### config.mk
export PLATFORM = sky130hd
export DESIGN_NAME = midi_uart_rx
export DESIGN_NICKNAME = d
export VERILOG_FILES = /design/src/rtl/midi_uart_rx.sv
export SDC_FILE = /design/constraint.sdc
export NUM_CORES = 1
export LEC_CHECK = 0
export CORE_MARGIN = 2
export CORE_UTILIZATION = 45
export DETAILED_ROUTE_END_ITERATION = 12
export PLACE_DENSITY = 0.68
export SYNTH_ARGS = -nofsm -noshare
export SYNTH_HDL_FRONTEND = slang
export SYNTH_SLANG_ARGS = --single-unit
### constraint.sdc
create_clock -name clk -period 1.81 [get_ports clk]
set_input_delay 0.362 -clock clk [delete_from_list [all_inputs] [get_ports clk]]
set_output_delay 0.362 -clock clk [all_outputs]
set_load 0.01 [all_outputs]
### src/rtl/midi_uart_rx.sv
// rtl/midi_uart_rx.sv - MIDI IN 8N1 byte receiver with framing-error and Active Sensing filter
module midi_uart_rx #(
  parameter int CLKS_PER_BIT        = 1600,
  parameter int FILTER_ACTIVE_SENSE = 1
) (
  input  logic       clk,
  input  logic       rst,
  input  logic       rx_in,
  output logic [7:0] midi_data,
  output logic       midi_valid,
  output logic       framing_error,
  output logic       busy
);

  localparam int CW = $clog2(CLKS_PER_BIT);
  localparam logic [CW-1:0] HALF_LAST = CW'(CLKS_PER_BIT / 2 - 1);
  localparam logic [CW-1:0] BIT_LAST  = CW'(CLKS_PER_BIT - 1);

  typedef enum logic [2:0] {
    S_IDLE,
    S_START,
    S_DATA,
    S_STOP,
    S_BREAK
  } state_t;

  state_t          state, state_n;
  logic            sync1, rx_s;
  logic [CW-1:0]   cnt, cnt_n;
  logic [2:0]      bit_idx, bit_idx_n;
  logic [7:0]      shift_q, shift_n;
  logic [7:0]      data_n;
  logic            valid_n, ferr_n;
  logic            drop_byte;

  assign busy      = (state != S_IDLE);
  assign drop_byte = (FILTER_ACTIVE_SENSE != 0) && (shift_q == 8'hFE);

  always_ff @(posedge clk or posedge rst) begin
    if (rst) begin
      sync1         <= 1'b1;
      rx_s          <= 1'b1;
      state         <= S_IDLE;
      cnt           <= '0;
      bit_idx       <= '0;
      shift_q       <= '0;
      midi_data     <= '0;
      midi_valid    <= 1'b0;
      framing_error <= 1'b0;
    end else begin
      sync1         <= rx_in;
      rx_s          <= sync1;
      state         <= state_n;
      cnt           <= cnt_n;
      bit_idx       <= bit_idx_n;
      shift_q       <= shift_n;
      midi_data     <= data_n;
      midi_valid    <= valid_n;
      framing_error <= ferr_n;
    end
  end

  // Counter is zeroed on every transition so each state times from its own entry.
  always_comb begin
    state_n   = state;
    cnt_n     = cnt + 1'b1;
    bit_idx_n = bit_idx;
    shift_n   = shift_q;
    data_n    = midi_data;
    valid_n   = 1'b0;
    ferr_n    = 1'b0;
    case (state)
      S_IDLE: begin
        cnt_n = '0;
        if (!rx_s) state_n = S_START;
      end
      S_START: begin
        if (cnt == HALF_LAST) begin
          cnt_n     = '0;
          bit_idx_n = '0;
          state_n   = rx_s ? S_IDLE : S_DATA;
        end
      end
      S_DATA: begin
        if (cnt == BIT_LAST) begin
          cnt_n   = '0;
          shift_n = {rx_s, shift_q[7:1]};
          if (bit_idx == 3'd7) state_n = S_STOP;
          else                 bit_idx_n = bit_idx + 3'd1;
        end
      end
      S_STOP: begin
        // Leaving mid-stop-bit gives half a bit of slack for a following start edge.
        if (cnt == BIT_LAST) begin
          cnt_n = '0;
          if (rx_s) begin
            state_n = S_IDLE;
            if (!drop_byte) begin
              data_n  = shift_q;
              valid_n = 1'b1;
            end
          end else begin
            ferr_n  = 1'b1;
            state_n = S_BREAK;
          end
        end
      end
      S_BREAK: begin
        cnt_n = '0;
        if (rx_s) state_n = S_IDLE;
      end
      default: state_n = S_IDLE;
    endcase
  end

endmodule

==> results.md, run 1 <==
* Row cnt at 22
* Post-Route Utilization at 0.631
* Die Area at 4440 um2
* Worst EP required at 1.99 ns
* Slew @ Worst Pin at 0.476 ns
* Setup crit end kind: flip-flop
* Post-route ant nets at 0
* Largest net degree at the start of global routing at 23
* RSZ-0062 raised after global routing: true
* Routed vias/inst at 5.34
* Post-synthesis cell area at 1770 um2
* Syn Nets at 154
* Final nets at 198
* Slew HR at 0.679
* Core area at 3720 um2
* TritonCTS clock tree: done
* Max Fclk at 558 MHz
* Crit-path max cell delay at 0.42 ns
* Ys Warns at 0
* Initial Util at 0.475
* Root buffer cell: clkbuf_8
* FF-to-FF setup slack at 0.02 ns
* Gate Count Post-Synth at 148
* # H-tree levels at 2
* Element type at the critical path start: flip-flop
* Mean Syn Cell Area at 11.9 um2
* Peak fanout along the critical path at 8
* Post-DP HPWL at 2390 um
* Static Leak at 1.06 nW
* Final TNS setup at 0 ns
* Power Dens Cells at 662 nW/um2
* Iteration-0 DRC Markers at 31
* CP Class: flip-flop to flip-flop
* Final setup vio count at 0
* CP cell instances: buf_4 -> and3b_2 -> nand2_1 -> nor3_4 -> buf_12 -> mux2_2
* Final hold vios at 0
* Crit path DAT at 1.97 ns
* Clk_lat worst skew at 0.29 ns
* Post-Synth XOR/XNOR Area at 0.0446
* Clk sinks at 37
* ANT cells at 0
* IO Count at 14
* Routed Wire Length at 3480 um
* All-Layer GR Usage at 0.188
* Total number of vias at 1,286
* Tcrit/Tclk final at 0.991
* First-pass DRT Iterations at 4
* Share of cells above drive strength 1 at 0.404
* Largest family of logic cells by synthesized area: simple AND/OR/NAND/NOR gates
* Synth Area in Simple Gates at 0.210
* Initial antenna violation count at 0
* Port-buffer cells at 13
* Clock skew at 0.0113 ns
* CP max stage cell: dfrtp_2
* VDD IR-drop max at 500 uV
* First-pass GRT wire length at 6110 um
* Drt drc at 0
* Complex-gate fraction of the synthesized area at 0.0454
* Sequential-to-total area share from yosys stat at 0.526
* HP Class: flip-flop to flip-flop
* Post-synthesis mux area share at 0.127
* #FFs+latches synth at 37
* Area growth from synthesis to layout at 32.9%
* Die Y at 66.6 um
* Vias in the first global route at 1,351
* TritonCTS buffer count at 5
* Status: finished, final reports clean
* Synth unique cells at 41
* Fin crit period at 1.79 ns
* Clk slew on worst S/H paths at 0.07 ns
* Grt ovf at 0
* CTS max path bufs at 2
* Final Wtd Congestion at 0.743
* Pins Over Slew Limit at 0
* Post-DR wirelength/cell at 14.4 um
* Synthesized-area fraction occupied by adder cells at 0.0213
* Number of max-cap violations at 0
* Die X at 66.6 um
state kept, by name, indices dropped and copies added, names as in the netlist:
| signal | count |
|---|---|
| bit_idx | 3 |
| cnt | 11 |
| framing_error | 1 |
| midi_data | 8 |
| midi_valid | 1 |
| rx_s | 1 |
| shift_q | 8 |
| state | 3 |
| sync1 | 1 |
layout make-up:
cell class / count / area, um2
clock buffers: 6 / 72.6
clock inverters: 2 / 35.0
fillers: 312 / 1370
inverters: 3 / 11.3
multi-input cells: 102 / 866
flip-flops and latches: 37 / 931
well taps: 48 / 60.1
repair buffers: 43 / 370
cells in the final DEF, fill, tap and decap left out, drive strengths merged, types with 3 or more instances in the layout:
| cell type | instances |
|---|---|
| clkdlybuf4s50 | 12 |
| nand2 | 6 |
| nor3 | 5 |
| nor2 | 20 |
| xnor2 | 5 |
| nand4 | 5 |
| xor2 | 4 |
| nand3 | 6 |
| nor2b | 3 |
| clkbuf | 6 |
| ha | 3 |
| mux2 | 19 |
| inv | 3 |
| buf | 30 |
| dfrtp | 35 |
repair_timing:
action,in CTS,in global routing
gates resized for setup,9,11
endpoints found under the setup margin,12,29
pin swaps,2,7
hold buffers,0,0
setup buffers,3,5
stage by stage:
| stage | cells | instance area (um2) | setup WS (ns) | power [W] | hold slack [ns] |
|---|---|---|---|---|---|
| after floorplan | 148 | 1770 | -0.0288 | 0.000862 | 0.345 |
| after global placement | 225 | 2110 | -0.0358 | 0.000876 | 0.351 |
| after detailed placement | 225 | 2110 | -0.0275 | 0.000877 | 0.355 |
| after CTS | 236 | 2260 | 0.00678 | 0.00158 | 0.357 |
| after global routing | 241 | 2350 | -0.0371 | 0.00162 | 0.356 |
| final | 241 | 2350 | 0.0163 | 0.00155 | 0.351 |
kinds of logic after synthesis:
family	count (synthesis)
AOI/OAI and AO/OA	10
xor gates and xnor gates	9
adders and majority gates	3
buffers and inverters	9
DFF	37
muxes	20
and+or+nand+nor	60
critical path, delay by kind of cell (launching register included):
kind	cells	cell delay [ns]
and+or+nand+nor	3	0.60
DFF	1	0.42
muxes	1	0.33
buffers and inverters	2	0.32
per-layer routing:
metal,up-vias,GRT usage,part of all wire
li1,613,-,-
met5,-,0,0
met1,644,0.217,0.42
met3,9,0.0372,0.033
met2,20,0.319,0.52
met4,0,0.115,0.029
synthesized netlist by cell type:
master	count	share of area
xnor2_1	5	0.025
nand3_1	4	0.011
dfstp_2	2	0.030
nor4_4	1	0.012
nand3b_1	1	0.0043
nand2_1	6	0.013
and3_1	1	0.0035
o21ai_0	2	0.0057
nand3_2	1	0.0057
nor2_1	20	0.043
and4_1	1	0.0050
and3b_2	1	0.0057
a211oi_4	1	0.011
nor2b_1	3	0.011
and3_2	1	0.0043
nor3_1	4	0.011
a32o_2	1	0.0064
a21oi_1	2	0.0057
o21a_1	1	0.0043
a31oi_1	1	0.0035
ha_1	3	0.021
nand3_4	1	0.0099
inv_1	3	0.0064
o22ai_1	1	0.0035
nor3_4	1	0.0092
nand4_1	5	0.018
or3b_1	1	0.0050
nand4b_1	2	0.0099
dfrtp_1	35	0.50
buf_6	1	0.0064
nor4_2	1	0.0071
xor2_1	4	0.020
or3_1	1	0.0035
mux2i_1	1	0.0057
and3b_1	1	0.0050
a311oi_1	1	0.0050
buf_2	3	0.0085
and2_1	2	0.0071
nor3b_2	1	0.0071
clkbuf_1	2	0.0043
mux2_2	19	0.12
power by group:
group,switching (W),total [W],internal (W)
logic,0.0000197,0.0000285,0.00000880
registers,0.000000920,0.000831,0.000830
clock network,0.000285,0.000693,0.000408
total,0.000306,0.00155,0.00125
final timing paths:
check                                           end  depth (start not counted)                  from
setup / recovery           midi_data[3]$_DFFE_PP0P_                          6  state[2]$_DFFE_PP0P_
hold / removal                       rx_s$_DFF_PP1_                          0       sync1$_DFF_PP1_
setup reg to reg           midi_data[3]$_DFFE_PP0P_                          6  state[2]$_DFFE_PP0P_
hold reg to reg                      rx_s$_DFF_PP1_                          0       sync1$_DFF_PP1_
max in group asynchronous      state[2]$_DFFE_PP0P_                          3                   rst
min in group asynchronous           sync1$_DFF_PP1_                          2                   rst
Note: power is estimated with default switching activity, not from simulation.
==> run 2: changes to the inputs <==
Settings changed: PLACE_DENSITY 0.68 to 0.67, REMOVE_ABC_BUFFERS set to 1.
==> results.md, run 2 (same netlist as run 1, synthesis figures left out) <==
* Final Wtd Congestion at 0.852 (was 0.743)
* Largest register FFs at 11 (unchanged)
* Placed Cells at 223 (was 225)
* Slew @ Worst Pin at 0.460 ns (was 0.476 ns)
* Largest registers: cnt (11), midi_data (8), shift_q (8) (unchanged)
* Failing checks: negative setup slack
* Final hold vios at 0 (unchanged)
* CP Class: flip-flop to flip-flop (unchanged)
* Layout filler cell count at 289 (was 312)
* Power Dens Cells at 685 nW/um2 (was 662 nW/um2)
* Final Hold Slack at 0.357 ns (was 0.351 ns)
* Total number of vias at 1,218 (was 1,286)
* Initial Util at 0.475 (unchanged)
* Peak fanout along the critical path at 3 (was 8)
* Pins Over Slew Limit at 0 (unchanged)
* Cell Count, Final, Fillers Out at 239 (was 241)
* TritonCTS clock tree: done (unchanged)
* CTS max path bufs at 2 (unchanged)
* Largest net degree at the start of global routing at 38 (was 23)
* Worst r2r dst: bit_idx[1]$_DFFE_PP0P_ (was midi_data[3]$_DFFE_PP0P_)
* Final nets at 196 (was 198)
* Iteration-0 DRC Markers at 39 (was 31)
* Area growth from synthesis to layout at 32.6% (was 32.9%)
* TritonCTS buffer count at 5 (unchanged)
* Final setup vio count at 2 (was 0)
* Row cnt at 22 (unchanged)
* Fin crit period at 1.84 ns (was 1.79 ns)
* # H-tree levels at 2 (unchanged)
* Clk_lat worst skew at 0.29 ns (about the same)
* Die Area at 4440 um2 (unchanged)
* Post-route ant nets at 0 (unchanged)
* Reg-to-Reg Start: cnt[10]$_DFF_PP0_ (was state[2]$_DFFE_PP0P_)
* FF-to-FF setup slack at -0.03 ns (was 0.02 ns)
* Initial antenna violation count at 0 (unchanged)
* All-Layer GR Usage at 0.162 (was 0.188)
* CP max stage cell: or3b_4 (was dfrtp_2)
* Grt ovf at 0 (unchanged)
* VDD IR-drop max at 702 uV (was 500 uV)
* Setup crit end kind: flip-flop (unchanged)
* Commonest non-fill, non-tap cell in the layout: dfrtp_1 (unchanged)
* IO Count at 14 (unchanged)
* CP cell instances: or3b_4 -> a32o_2 -> nor4_4 -> mux2_2 (was buf_4 -> and3b_2 -> nand2_1 -> nor3_4 -> buf_12 -> mux2_2)
* Routed Wire Length at 3350 um (was 3480 um)
* Static Leak at 1.06 nW (about the same)
* Tcrit/Tclk final at 1.02 (was 0.991)
* HP Class: flip-flop to flip-flop (unchanged)
* Critical Path Sink: bit_idx[1]$_DFFE_PP0P_ (was midi_data[3]$_DFFE_PP0P_)
* Drt drc at 0 (unchanged)
* ANT cells at 0 (unchanged)
* Crit-path max cell delay at 0.40 ns (was 0.42 ns)
* Crit path DAT at 2.03 ns (was 1.97 ns)
* Slew HR at 0.690 (was 0.679)
* Post-DR wirelength/cell at 14.0 um (was 14.4 um)
* Post-DP HPWL at 2200 um (was 2390 um)
* First-pass DRT Iterations at 4 (unchanged)
* Root buffer cell: clkbuf_8 (unchanged)
* First-pass GRT wire length at 5400 um (was 6110 um)
* RSZ-0062 raised after global routing: true (unchanged)
* Worst EP required at 1.99 ns (about the same)
* Clk sinks at 37 (unchanged)
* Clk slew on worst S/H paths at 0.08 ns (was 0.07 ns)
* Total Power at 0.00160 W (was 0.00155 W)
* Port-buffer cells at 13 (unchanged)
* Top reg by flops: cnt (unchanged)
* Share of cells above drive strength 1 at 0.382 (was 0.404)
* Clock skew at 0.00896 ns (was 0.0113 ns)
* Die X at 66.6 um (unchanged)
* Vias in the first global route at 1,157 (was 1,351)
* Core area at 3720 um2 (unchanged)
* Routed vias/inst at 5.10 (was 5.34)
* Number of max-cap violations at 0 (unchanged)
* Final worst setup slack at -0.0345 ns (was 0.0163 ns)
* Max Fclk at 542 MHz (was 558 MHz)
* Most frequent cells in the layout: dfrtp_1, buf_4, nor2_1 (unchanged)
* Crit. Startpoint: cnt[10]$_DFF_PP0_ (was state[2]$_DFFE_PP0P_)
* Element type at the critical path start: flip-flop (unchanged)
* Die Y at 66.6 um (unchanged)
* Status: finished, violations left (was finished, final reports clean)
* R2r worst-path depth at 4 (was 6)
==> run 2: changes by cell type in the layout (fill, tap and decap cells not counted), sizes merged <==
cell | before | now
clkinvlp | 0 | 1
buf | 30 | 28
clkinv | 1 | 0
==> run 2: where the power goes <==
group           total, W  switching (W)  internal [W]  leakage (nW)
combinational  0.0000311      0.0000207     0.0000104         0.512
clock           0.000741       0.000293      0.000448        0.0574
sequential      0.000831    0.000000800      0.000830         0.494
==> run 2: metal layers <==
layer,share of wire,wire length (um),global-route usage
met4,0.018,59,0.0765
met3,0.029,98,0.0355
met5,0,0,0
met2,0.49,1640,0.239
met1,0.46,1550,0.228
==> run 2: worst max-delay path, delay by kind of cell (launching register included) <==
kind	cells	cell delay (ns)
AND/OR/NAND/NOR	2	0.68
multiplexers	1	0.37
flip-flops	1	0.38
AO/OA/AOI/OAI	1	0.32
==> run 2: area by class of cell <==
class	instances	area, um2	share of cell area
Tap cell	48	60.1	0.0257
Sequential cell	37	930	0.397
Inverter	3	11.3	0.00481
Timing Repair Buffer	41	380	0.162
Clock buffer	6	82.6	0.0353
Clock inverter	2	37.5	0.0160
Multi-Input combinational cell	102	840	0.359
==> run 2: repair_timing <==
item / 4_1_cts / 5_1_grt
gates resized for setup: 5 / 13
endpoints found under the setup margin: 12 / 29
hold buffers: 0 / 0
pin swaps: 0 / 3
endpoints found under the hold margin: 0 / 0
setup buffers: 2 / 6
==> run 2: worst min-delay path by stage <==
stage / startpoint / cells after the start / endpoint / slack, ns
after global placement: sync1$_DFF_PP1_ / 0 / rx_s$_DFF_PP1_ / 0.35
final: sync1$_DFF_PP1_ / 0 / rx_s$_DFF_PP1_ / 0.36
after CTS: sync1$_DFF_PP1_ / 0 / rx_s$_DFF_PP1_ / 0.36
after detailed placement: sync1$_DFF_PP1_ / 0 / rx_s$_DFF_PP1_ / 0.35
after floorplan: sync1$_DFF_PP1_ / 0 / rx_s$_DFF_PP1_ / 0.35
after global routing: sync1$_DFF_PP1_ / 0 / rx_s$_DFF_PP1_ / 0.36
==> run 2: through the flow <==
step / worst slack, ns / util / cell area [um2] / setup TNS (ns)
floorplan: -0.0611 / - / 1730 / -0.517
global placement: 0.00427 / 0.568 / 2110 / 0
detailed placement: -0.0400 / 0.568 / 2110 / -0.351
CTS: -0.0505 / 0.605 / 2250 / -0.111
global route: -0.0809 / 0.630 / 2340 / -0.302
finish: -0.0345 / 0.630 / 2340 / -0.0683
==> run 3: changes to the inputs <==
Settings changed: CAP_MARGIN set to 20.
==> results of run 3 <==
No change in the layout: final DEF, timing and power equal those of run 2.
